$ cat config.mk
export PLATFORM = sky130hd
export DESIGN_NAME = ser_tx_scheduler
export DESIGN_NICKNAME = d
export VERILOG_FILES = /design/src/rtl/ser_pkg.sv /design/src/rtl/rr_arbiter.sv /design/src/rtl/ser_tx_scheduler.sv
export SDC_FILE = /design/constraint.sdc
export NUM_CORES = 1
export LEC_CHECK = 0
export ABC_AREA = 1
export ABC_CLOCK_PERIOD_IN_PS = 3700
export BUFFER_PORTS_ARGS = -buffer_cell sky130_fd_sc_hd__buf_2
export CORE_MARGIN = 4
export CORE_UTILIZATION = 50
export DETAILED_ROUTE_END_ITERATION = 6
export PLACE_DENSITY = 0.81
export SYNTH_ARGS = -nofsm -noshare
export SYNTH_HDL_FRONTEND = slang
export SYNTH_HIERARCHICAL = 1
export SYNTH_SLANG_ARGS = --single-unit
$ cat constraint.sdc
create_clock -name clk -period 3.7 [get_ports clk]
set_input_delay 0.185 -clock clk [delete_from_list [all_inputs] [get_ports clk]]
set_output_delay 0.185 -clock clk [all_outputs]
set_load 0.01 [all_outputs]
$ cat src/rtl/ser_pkg.sv
// Shared serial-link definitions used by both the transmit scheduler and the receiver controller.
// Optional feature macro: SER_TX_PARITY_EN adds an even-parity helper for the PAR bit.
package ser_pkg;

  localparam int   PORTW     = 2;
  localparam int   LENW      = 4;
  localparam int   DATAW     = 15;
  localparam logic LINE_IDLE = 1'b1;

  typedef enum logic [2:0] {
    IDLE  = 3'd0,
    START = 3'd1,
    PORT  = 3'd2,
    LEN   = 3'd3,
    DATA  = 3'd4,
    PAR   = 3'd5,
    DONE  = 3'd6
  } ser_state_t;

`ifdef SER_TX_PARITY_EN
  // Only the len low data bits are on the wire, so only they count toward parity.
  function automatic logic ser_even_parity(input logic [PORTW-1:0] id,
                                           input logic [LENW-1:0]  len,
                                           input logic [DATAW-1:0] data);
    logic [DATAW-1:0] mask;
    mask = (DATAW'(1) << len) - DATAW'(1);
    return ^{id, len, data & mask};
  endfunction
`endif

endpackage

$ cat src/rtl/rr_arbiter.sv
// Combinational round-robin arbiter: grants the first set request at or after ptr.
module rr_arbiter #(
  parameter int NREQ = 4,
  parameter int PTRW = 2
) (
  input  logic [NREQ-1:0] req,
  input  logic [PTRW-1:0] ptr,
  input  logic            enable,
  output logic [NREQ-1:0] grant
);

  // Scan from ptr, wrapping, and take the first requester found.
  always_comb begin
    logic            found_s;
    logic [PTRW-1:0] idx_s;
    grant   = '0;
    found_s = 1'b0;
    idx_s   = '0;
    for (int k = 0; k < NREQ; k++) begin
      idx_s = ptr + PTRW'(k);
      if (enable && !found_s && req[idx_s]) begin
        grant[idx_s] = 1'b1;
        found_s      = 1'b1;
      end else begin
        found_s = found_s;
      end
    end
  end

endmodule

$ cat src/rtl/ser_tx_scheduler.sv
// Round-robin transmit scheduler: latches one requester's frame and serialises start, id, len, data.
// Optional feature macro: SER_TX_PARITY_EN appends an even-parity bit before the DONE tick.
module ser_tx_scheduler
  import ser_pkg::*;
#(
  parameter int NREQ = 4,
  parameter int LENW = 4,
  parameter int DW   = 15
) (
  input  logic                 clk,
  input  logic                 rst,
  input  logic                 clkEn,
  input  logic [NREQ-1:0]      req,
  input  logic [NREQ*LENW-1:0] len_in,
  input  logic [NREQ*DW-1:0]   data_in,
  output logic [NREQ-1:0]      gnt,
  output logic                 SerOut,
  output logic                 busy,
  output logic                 Done
);

  localparam int PTRW  = $clog2(NREQ);
  localparam int LIDXW = $clog2(LENW);

  ser_state_t         state_r, state_s;
  logic [LENW-1:0]    cnt_r, cnt_s;
  logic [PTRW-1:0]    ptr_r, gidx_s;
  logic [PORTW-1:0]   id_r;
  logic [LENW-1:0]    len_r;
  logic [DW-1:0]      data_r;
  logic               ser_r, ser_s, busy_r, done_r;
  logic [NREQ-1:0]    gnt_s;

  rr_arbiter #(.NREQ(NREQ), .PTRW(PTRW)) u_arb (
    .req    (req),
    .ptr    (ptr_r),
    .enable (clkEn && (state_r == IDLE)),
    .grant  (gnt_s)
  );

  // One-hot grant to requester index.
  always_comb begin
    gidx_s = '0;
    for (int i = 0; i < NREQ; i++) begin
      if (gnt_s[i]) begin
        gidx_s = PTRW'(i);
      end else begin
        gidx_s = gidx_s;
      end
    end
  end

  // Next state, bit counter and the line level that the next state drives.
  always_comb begin
    state_s = state_r;
    cnt_s   = cnt_r;
    ser_s   = LINE_IDLE;
    case (state_r)
      IDLE: begin
        if (gnt_s != '0) begin
          state_s = START;
        end else begin
          state_s = IDLE;
        end
      end
      START: begin
        state_s = PORT;
        cnt_s   = LENW'(PORTW - 1);
      end
      PORT: begin
        if (cnt_r == '0) begin
          state_s = LEN;
          cnt_s   = LENW'(LENW - 1);
        end else begin
          cnt_s = cnt_r - LENW'(1);
        end
      end
      LEN: begin
        if (cnt_r != '0) begin
          cnt_s = cnt_r - LENW'(1);
        end else if (len_r == '0) begin
`ifdef SER_TX_PARITY_EN
          state_s = PAR;
`else
          state_s = DONE;
`endif
        end else begin
          state_s = DATA;
          cnt_s   = len_r - LENW'(1);
        end
      end
      DATA: begin
        if (cnt_r == '0) begin
`ifdef SER_TX_PARITY_EN
          state_s = PAR;
`else
          state_s = DONE;
`endif
        end else begin
          cnt_s = cnt_r - LENW'(1);
        end
      end
`ifdef SER_TX_PARITY_EN
      PAR:     state_s = DONE;
`endif
      DONE:    state_s = IDLE;
      default: state_s = IDLE;
    endcase

    case (state_s)
      START:   ser_s = 1'b0;
      PORT:    ser_s = id_r[cnt_s[0]];
      LEN:     ser_s = len_r[cnt_s[LIDXW-1:0]];
      DATA:    ser_s = data_r[cnt_s];
`ifdef SER_TX_PARITY_EN
      PAR:     ser_s = ser_even_parity(id_r, len_r, data_r);
`endif
      default: ser_s = LINE_IDLE;
    endcase
  end

  // State, frame latch and registered line outputs; everything advances on clkEn only.
  always_ff @(posedge clk or negedge rst) begin
    if (!rst) begin
      state_r <= IDLE;
      cnt_r   <= '0;
      ptr_r   <= '0;
      id_r    <= '0;
      len_r   <= '0;
      data_r  <= '0;
      ser_r   <= LINE_IDLE;
      busy_r  <= 1'b0;
      done_r  <= 1'b0;
    end else if (clkEn) begin
      state_r <= state_s;
      cnt_r   <= cnt_s;
      ser_r   <= ser_s;
      busy_r  <= (state_s != IDLE);
      done_r  <= (state_s == DONE);
      if (gnt_s != '0) begin
        id_r   <= PORTW'(gidx_s);
        len_r  <= len_in[int'(gidx_s)*LENW +: LENW];
        data_r <= data_in[int'(gidx_s)*DW +: DW];
        ptr_r  <= gidx_s + PTRW'(1);
      end else begin
        ptr_r <= ptr_r;
      end
    end else begin
      state_r <= state_r;
    end
  end

  assign gnt    = gnt_s;
  assign SerOut = ser_r;
  assign busy   = busy_r;
  assign Done   = done_r;

endmodule

==> results.md, run 1 <==
- Final #Nets: 598
- Fin Hold WS: 0.197 ns
- Post-DR vias/cell: 5.63
- Maximum VDD drop: 0.000444 V
- Max Fclk: 0.305 GHz
- Outcome: finished clean
- Die height: 83.8 µm
- RSZ-0062 raised after global routing: false
- FP Rows: 27
- Setup TNS: 0 ns
- P_leak: 1.80 nW
- First-pass GRT wire length: 13.8 mm
- PD cells: 895 mW/mm²
- Die area: 0.00703 mm²
- H-tree levels: 2
- Final Instance Area: 0.00354 mm²
- Postcts setup bufs: 0
- Req. time, crit path: 3.85 ns
- CTS resizes: 0
- Vias post-DR: 3248
- Register area share after synthesis: 0.288
- Fin crit period: 3.27 ns
- DR DRC count: 0
- Share of layout cells above drive strength 1: 0.275
- CP Class: flop to flop
- Max-slew violations: 0
- Worst Setup Slack, final: 0.426 ns
- Starting Density: 0.519
- I/O Pins: 90
- GRT Util Overall: 0.236
- Placed Area: 0.00339 mm²
- # setup viols final: 0
- Final Hold Viols: 0
- Number of global-route vias before repair: 2948
- Dpl ws: 0.493 ns
- Clk pin slew, worst setup/hold paths: 0.07 ns
- HPWL Detailed: 6.49 mm
- FFs w/ async S/R, synth: 1.00
- Buffers added on ports: 89
- Post-route clock period utilization: 0.885
- Wire per inst: 14.7 µm
- Max Buffers Root-to-Sink: 2
- GP Congestion: 0.936
- TritonCTS buffer count: 5
- Syn_area_per_cell: 6.90 µm²
- Max cap viols: 0
- Syn nets: 511
- Number of synthesized flops with an enable pin: 0
- Critical Path AT: 3.43 ns
- Synth Instances: 417
- Final ANT Viol Nets: 0
- Synth warnings: 6
- # diodes: 0
- CTS sink cnt: 33
- Syn-to-layout area delta: 23.0%
- Yosys reg bits: 33
- Ys flop type: dfrtp_1
- Cell area after synthesis: 0.00288 mm²
- Largest family of logic cells by synthesized area: simple AND/OR/NAND/NOR gates
- Synth Area in Compound Gates: 0.197
- Worst Path Max Fanout: 18
- Die Width: 83.8 µm
- Mux cell area share after synthesis: 0
- Grt ovf: 0
- Root Driver: clkbuf_8
- Initial drt markers: 246
- Util after Layout: 0.638
- Xor/xnor cell area share of the yosys netlist: 0.00609
- HP Class: primary input to flop
- Worst setup SP type: flop
- Worst Setup End Kind: flop
- Core Box Area: 0.00554 mm²
- Post-synthesis simple-gate area fraction: 0.375
- Fillers: 511
- Clk_lat worst skew: 0.29 ns
- CTS Hold Bufs: 1
- Largest net degree at the start of global routing: 34
- Initial DRT Pass Iterations: 5
- Synth Area in Adders: 0.0479
- Distinct cells, synth: 39
- Initial antenna violation count: 0
- Max_slew headroom: 0.496
- Skew final: 0.00471 ns
- CTS tree: done
- Slew @ Worst Pin: 0.756 ns
- Routed Wire Length: 8.46 mm
cell usage in the layout, fill, tap and decap left out, types with 2 or more instances in the layout:
master     instances
inv_2              8
nand2_2            5
o22ai_1            8
a21oi_1            8
clkinv_1           3
ha_1              11
o221ai_1          14
inv_1             32
o211ai_1           5
nand3b_1           3
nand3_2            6
nor2_8             2
dfrtp_1           32
nand2_1           90
nor2_1            47
xnor2_1            2
buf_4              8
buf_2             89
nand4_1            4
clkbuf_8           5
nor2_2             3
nand2_4            3
a221oi_1           2
o311ai_0           6
nand2_8            2
o21ai_1            3
nor3_1             3
o21ai_0           37
bufinv_16          2
nand3_1           50
flip-flops by register name, summed over array words and instances, names as in the netlist:
| name | count |
|---|---|
| data_r | 15 |
| cnt_r | 4 |
| len_r | 4 |
| state_r | 3 |
| id_r | 2 |
| ptr_r | 2 |
| Done | 1 |
| SerOut | 1 |
| busy | 1 |
logic make-up after synthesis:
| kind of cell | after synthesis |
|---|---|
| AND/OR/NAND/NOR | 220 |
| AO/OA/AOI/OAI | 89 |
| flip-flops | 33 |
| XOR/XNOR | 2 |
| adder cells (fa/ha/maj) | 11 |
| buffers and inverters | 62 |
cell usage after synthesis, types with 2 or more instances:
master,number,area share
clkbuf_1,16,0.021
nand2_8,2,0.014
a221oi_1,2,0.0061
o211ai_1,5,0.013
xnor2_1,2,0.0061
o21ai_0,38,0.066
o21ai_1,2,0.0035
clkinv_1,3,0.0039
nand2_2,5,0.011
nor2_8,2,0.014
inv_2,8,0.010
o221ai_1,14,0.043
nand2_1,90,0.12
inv_1,32,0.042
o22ai_1,8,0.017
nand3_1,50,0.087
nor2_1,47,0.061
nand3b_1,3,0.0078
ha_1,11,0.048
nor3_1,3,0.0052
dfrtp_1,32,0.28
nor2_2,3,0.0065
nand2_4,3,0.012
nand4_1,4,0.0087
a21oi_1,8,0.014
o311ai_0,6,0.018
nand3_2,6,0.021
per-stage QoR:
step                instances  power, W
floorplan                 417   0.00226
global placement          568   0.00269
detailed placement        568   0.00273
CTS                       577   0.00315
global route              577   0.00347
finish                    577   0.00316
metal layers:
metal	vias up	share of wire	GRT usage	wire length, µm
met1	1511	0.45	0.334	3820
met5	-	0	0	0
li1	1603	-	-	-
met2	126	0.47	0.373	3990
met4	0	0.0089	0.0541	75
met3	8	0.068	0.0454	571
cell type report:
| type | instances | area [µm²] | area share |
|---|---|---|---|
| Tap cell | 72 | 90.1 | 0.0255 |
| Clock buffer | 5 | 68.8 | 0.0195 |
| Clock inverter | 3 | 65.1 | 0.0184 |
| Timing Repair Buffer | 98 | 515 | 0.146 |
| Inverter | 44 | 170 | 0.0481 |
| Sequential cell | 33 | 827 | 0.234 |
| Multi-Input combinational cell | 322 | 1800 | 0.509 |
worst max-delay path: stages, from the launching register on:
cell and delay [ns]:
dfrtp_1 0.50, inv_1 0.18, ha_1 0.35, inv_1 0.07, nand3_2 0.11, nand2_1 0.07, inv_2 0.09, nor2_8 0.06
nand3_1 0.06, nand3_1 0.12, nor2_1 0.17, nand2_1 0.10, nand2_1 0.34, clkinv_1 0.52, o211ai_1 0.25, o221ai_1 0.12
power breakdown:
group	internal, W	switching, W
registers	0.000531	0.000138
logic	0.000732	0.00136
clock network	0.000268	0.000140
total	0.00153	0.00163
path summary, 6_finish.rpt:
path,to,slack [ns],from,cells after the start
max,len_r[0],0.43,ptr_r[1],15
min,data_r[12],0.20,data_in[27],3
max reg2reg,len_r[0],0.43,ptr_r[1],15
min reg2reg,data_r[5],0.48,data_r[5],2
max in group asynchronous,ptr_r[0],2.72,rst,2
min in group asynchronous,data_r[8],0.49,rst,2
Note: power is estimated with default switching activity, not from simulation.
==> run 2: changes to the inputs <==
- PLACE_DENSITY: 0.81 -> 0.78
==> run 2 against run 1 <==
  * Power shrank 4.8%
  * Register-to-register slack is essentially flat
  * Non-clock buffer count decreased by 1
  * Wire length is 2.8% lower
  * Cell count shrank 0.17%
  * Worst hold slack gained 0.0049 ns
  * Critical path depth grew 1
  * Clock skew up 0.0021 ns
  * Setup slack lost 0.011 ns
  * Maximum frequency shrank 0.32%
  * Critical path type unchanged
  * Largest cell class unchanged
  * Highest routed layer unchanged
==> results.md, run 2 (synthesis results as in run 1) <==
- CTS tree: done
- Fillers: 538
- Placed Area: 0.00338 mm²
- # diodes: 0
- Largest Register: data_r
- GRT Util Overall: 0.233
- Final ANT Viol Nets: 0
- Maximum VDD drop: 0.000420 V
- Metal-1 WL: 3.79 mm
- TritonCTS buffer count: 5
- I/O Pins: 90
- Post-DR vias/cell: 5.45
- Die Width: 83.8 µm
- Worst Setup Slack, final: 0.416 ns
- FP Rows: 27
- Max reg flops: 15
- Root Driver: clkbuf_8
- Worst Path Max Fanout: 21
- Worst Setup End Kind: flop
- Placed Cells: 567
- HP Class: primary input to flop
- Starting Density: 0.519
- Grt ovf: 0
- Max cap viols: 0
- Outcome: finished clean
- Initial antenna violation count: 0
- Slew @ Worst Pin: 0.789 ns
- Vias post-DR: 3139
- Max-slew violations: 0
- Post-route clock period utilization: 0.888
- Worst setup SP type: flop
- Syn-to-layout area delta: 21.4%
- Largest regs: data_r (15), cnt_r (4), len_r (4)
- CTS sink cnt: 33
- Final Instance Area: 0.00349 mm²
- Req. time, crit path: 3.88 ns
- Finished Layout Cells: 576
- P_leak: 1.77 nW
- Die height: 83.8 µm
- Critical Path AT: 3.47 ns
- Metal3 WL: 516 µm
- Clk pin slew, worst setup/hold paths: 0.07 ns
- Seq. cell area: 827 µm²
- Wire length on met2: 3.84 mm
- Core Box Area: 0.00554 mm²
- Routed Wire Length: 8.22 mm
- Number of global-route vias before repair: 2909
- CP Class: flop to flop
- First-pass GRT wire length: 13.7 mm
- RSZ-0062 raised after global routing: true
- Final Hold Viols: 0
- Die area: 0.00703 mm²
- Wire per inst: 14.3 µm
- Postcts setup bufs: 0
- GP Congestion: 0.876
- Skew final: 0.00684 ns
- Max layer used: met4
- Fin crit period: 3.28 ns
- PD cells: 864 mW/mm²
- Max Fclk: 0.304 GHz
- Commonest non-fill, non-tap cells in the layout: nand2_1 (90), buf_2 (89), nand3_1 (50), nor2_1 (47), o21ai_0 (37)
- Largest net degree at the start of global routing: 34
- Clk_lat worst skew: 0.28 ns
- Fin Hold WS: 0.202 ns
- Initial DRT Pass Iterations: 4
- DR DRC count: 0
- Final #Nets: 597
- # setup viols final: 0
- Max Buffers Root-to-Sink: 2
- HPWL Detailed: 6.39 mm
- Commonest non-fill, non-tap cell in the layout: nand2_1
- Buffers added on ports: 89
- Initial drt markers: 204
- Share of layout cells above drive strength 1: 0.278
- H-tree levels: 2
- Max_slew headroom: 0.474
- Dpl ws: 0.291 ns
- Util after Layout: 0.630
- Footprint of the multi-input gates: 0.00180 mm²
[run 2: changes by cell type in the layout (fill, tap and decap cells not counted)]
cell / before / now
nor3_1: 3 / 2
buf_4: 8 / 7
clkinv_2: 1 / 2
nor3_2: 0 / 1
inv_1: 32 / 31
bufinv_16: 2 / 0
clkinvlp_4: 0 / 2
[run 2: what timing repair did]
item,4_1_cts,5_1_grt
setup endpoints to repair,0,2
endpoints found under the hold margin,19,0
hold buffers,1,0
gates resized for setup,0,2
[run 2: layout make-up]
type,count,share of cell area
Timing Repair Buffer,97,0.146
Sequential cell,33,0.237
Tap cell,72,0.0258
Clock buffer,5,0.0197
Clock inverter,3,0.00502
Multi-Input combinational cell,322,0.517
Inverter,44,0.0498
[run 2: layer usage]
layer	global-route usage	vias to the layer above
met1	0.325	1404
li1	-	1605
met2	0.383	120
met5	0	-
met3	0.0375	10
met4	0.0395	0
[run 2: power breakdown]
| group | switching (W) | internal, W |
|---|---|---|
| Sequential | 0.000134 | 0.000531 |
| Clock | 0.000137 | 0.000130 |
| Combinational | 0.00135 | 0.000730 |
[run 2: worst max-delay path: stages, from the launching register on]
cell        delay [ns]
dfrtp_1           0.52
inv_2             0.14
ha_1              0.35
inv_1             0.07
nand3_2           0.11
nand2_1           0.07
inv_2             0.10
nor2_8            0.06
nand3_1           0.07
nand3_1           0.12
inv_1             0.44
o21ai_1           0.23
clkinvlp_4        0.33
nor2_1            0.07
o21ai_0           0.15
o21ai_0           0.10
a221oi_1          0.25
[run 2: path summary, 6_finish.rpt]
check	startpoint	endpoint	slack [ns]	cells past startpoint
max	ptr_r[0]	len_r[3]	0.42	16
min	data_in[52]	data_r[7]	0.20	3
min reg2reg	data_r[5]	data_r[5]	0.48	2
min in group asynchronous	rst	data_r[0]	0.52	2
max reg2reg	ptr_r[0]	len_r[3]	0.42	16
max in group asynchronous	rst	data_r[3]	2.68	2
[run 2: stage by stage]
| stage | total power [W] | TNS, ns |
|---|---|---|
| 6_report | 0.00301 | 0 |
| 5_1_grt | 0.00334 | -0.0621 |
| 4_1_cts | 0.00300 | 0 |
| 3_5_place_dp | 0.00273 | 0 |
| 3_3_place_gp | 0.00268 | 0 |
| 2_1_floorplan | 0.00226 | 0 |
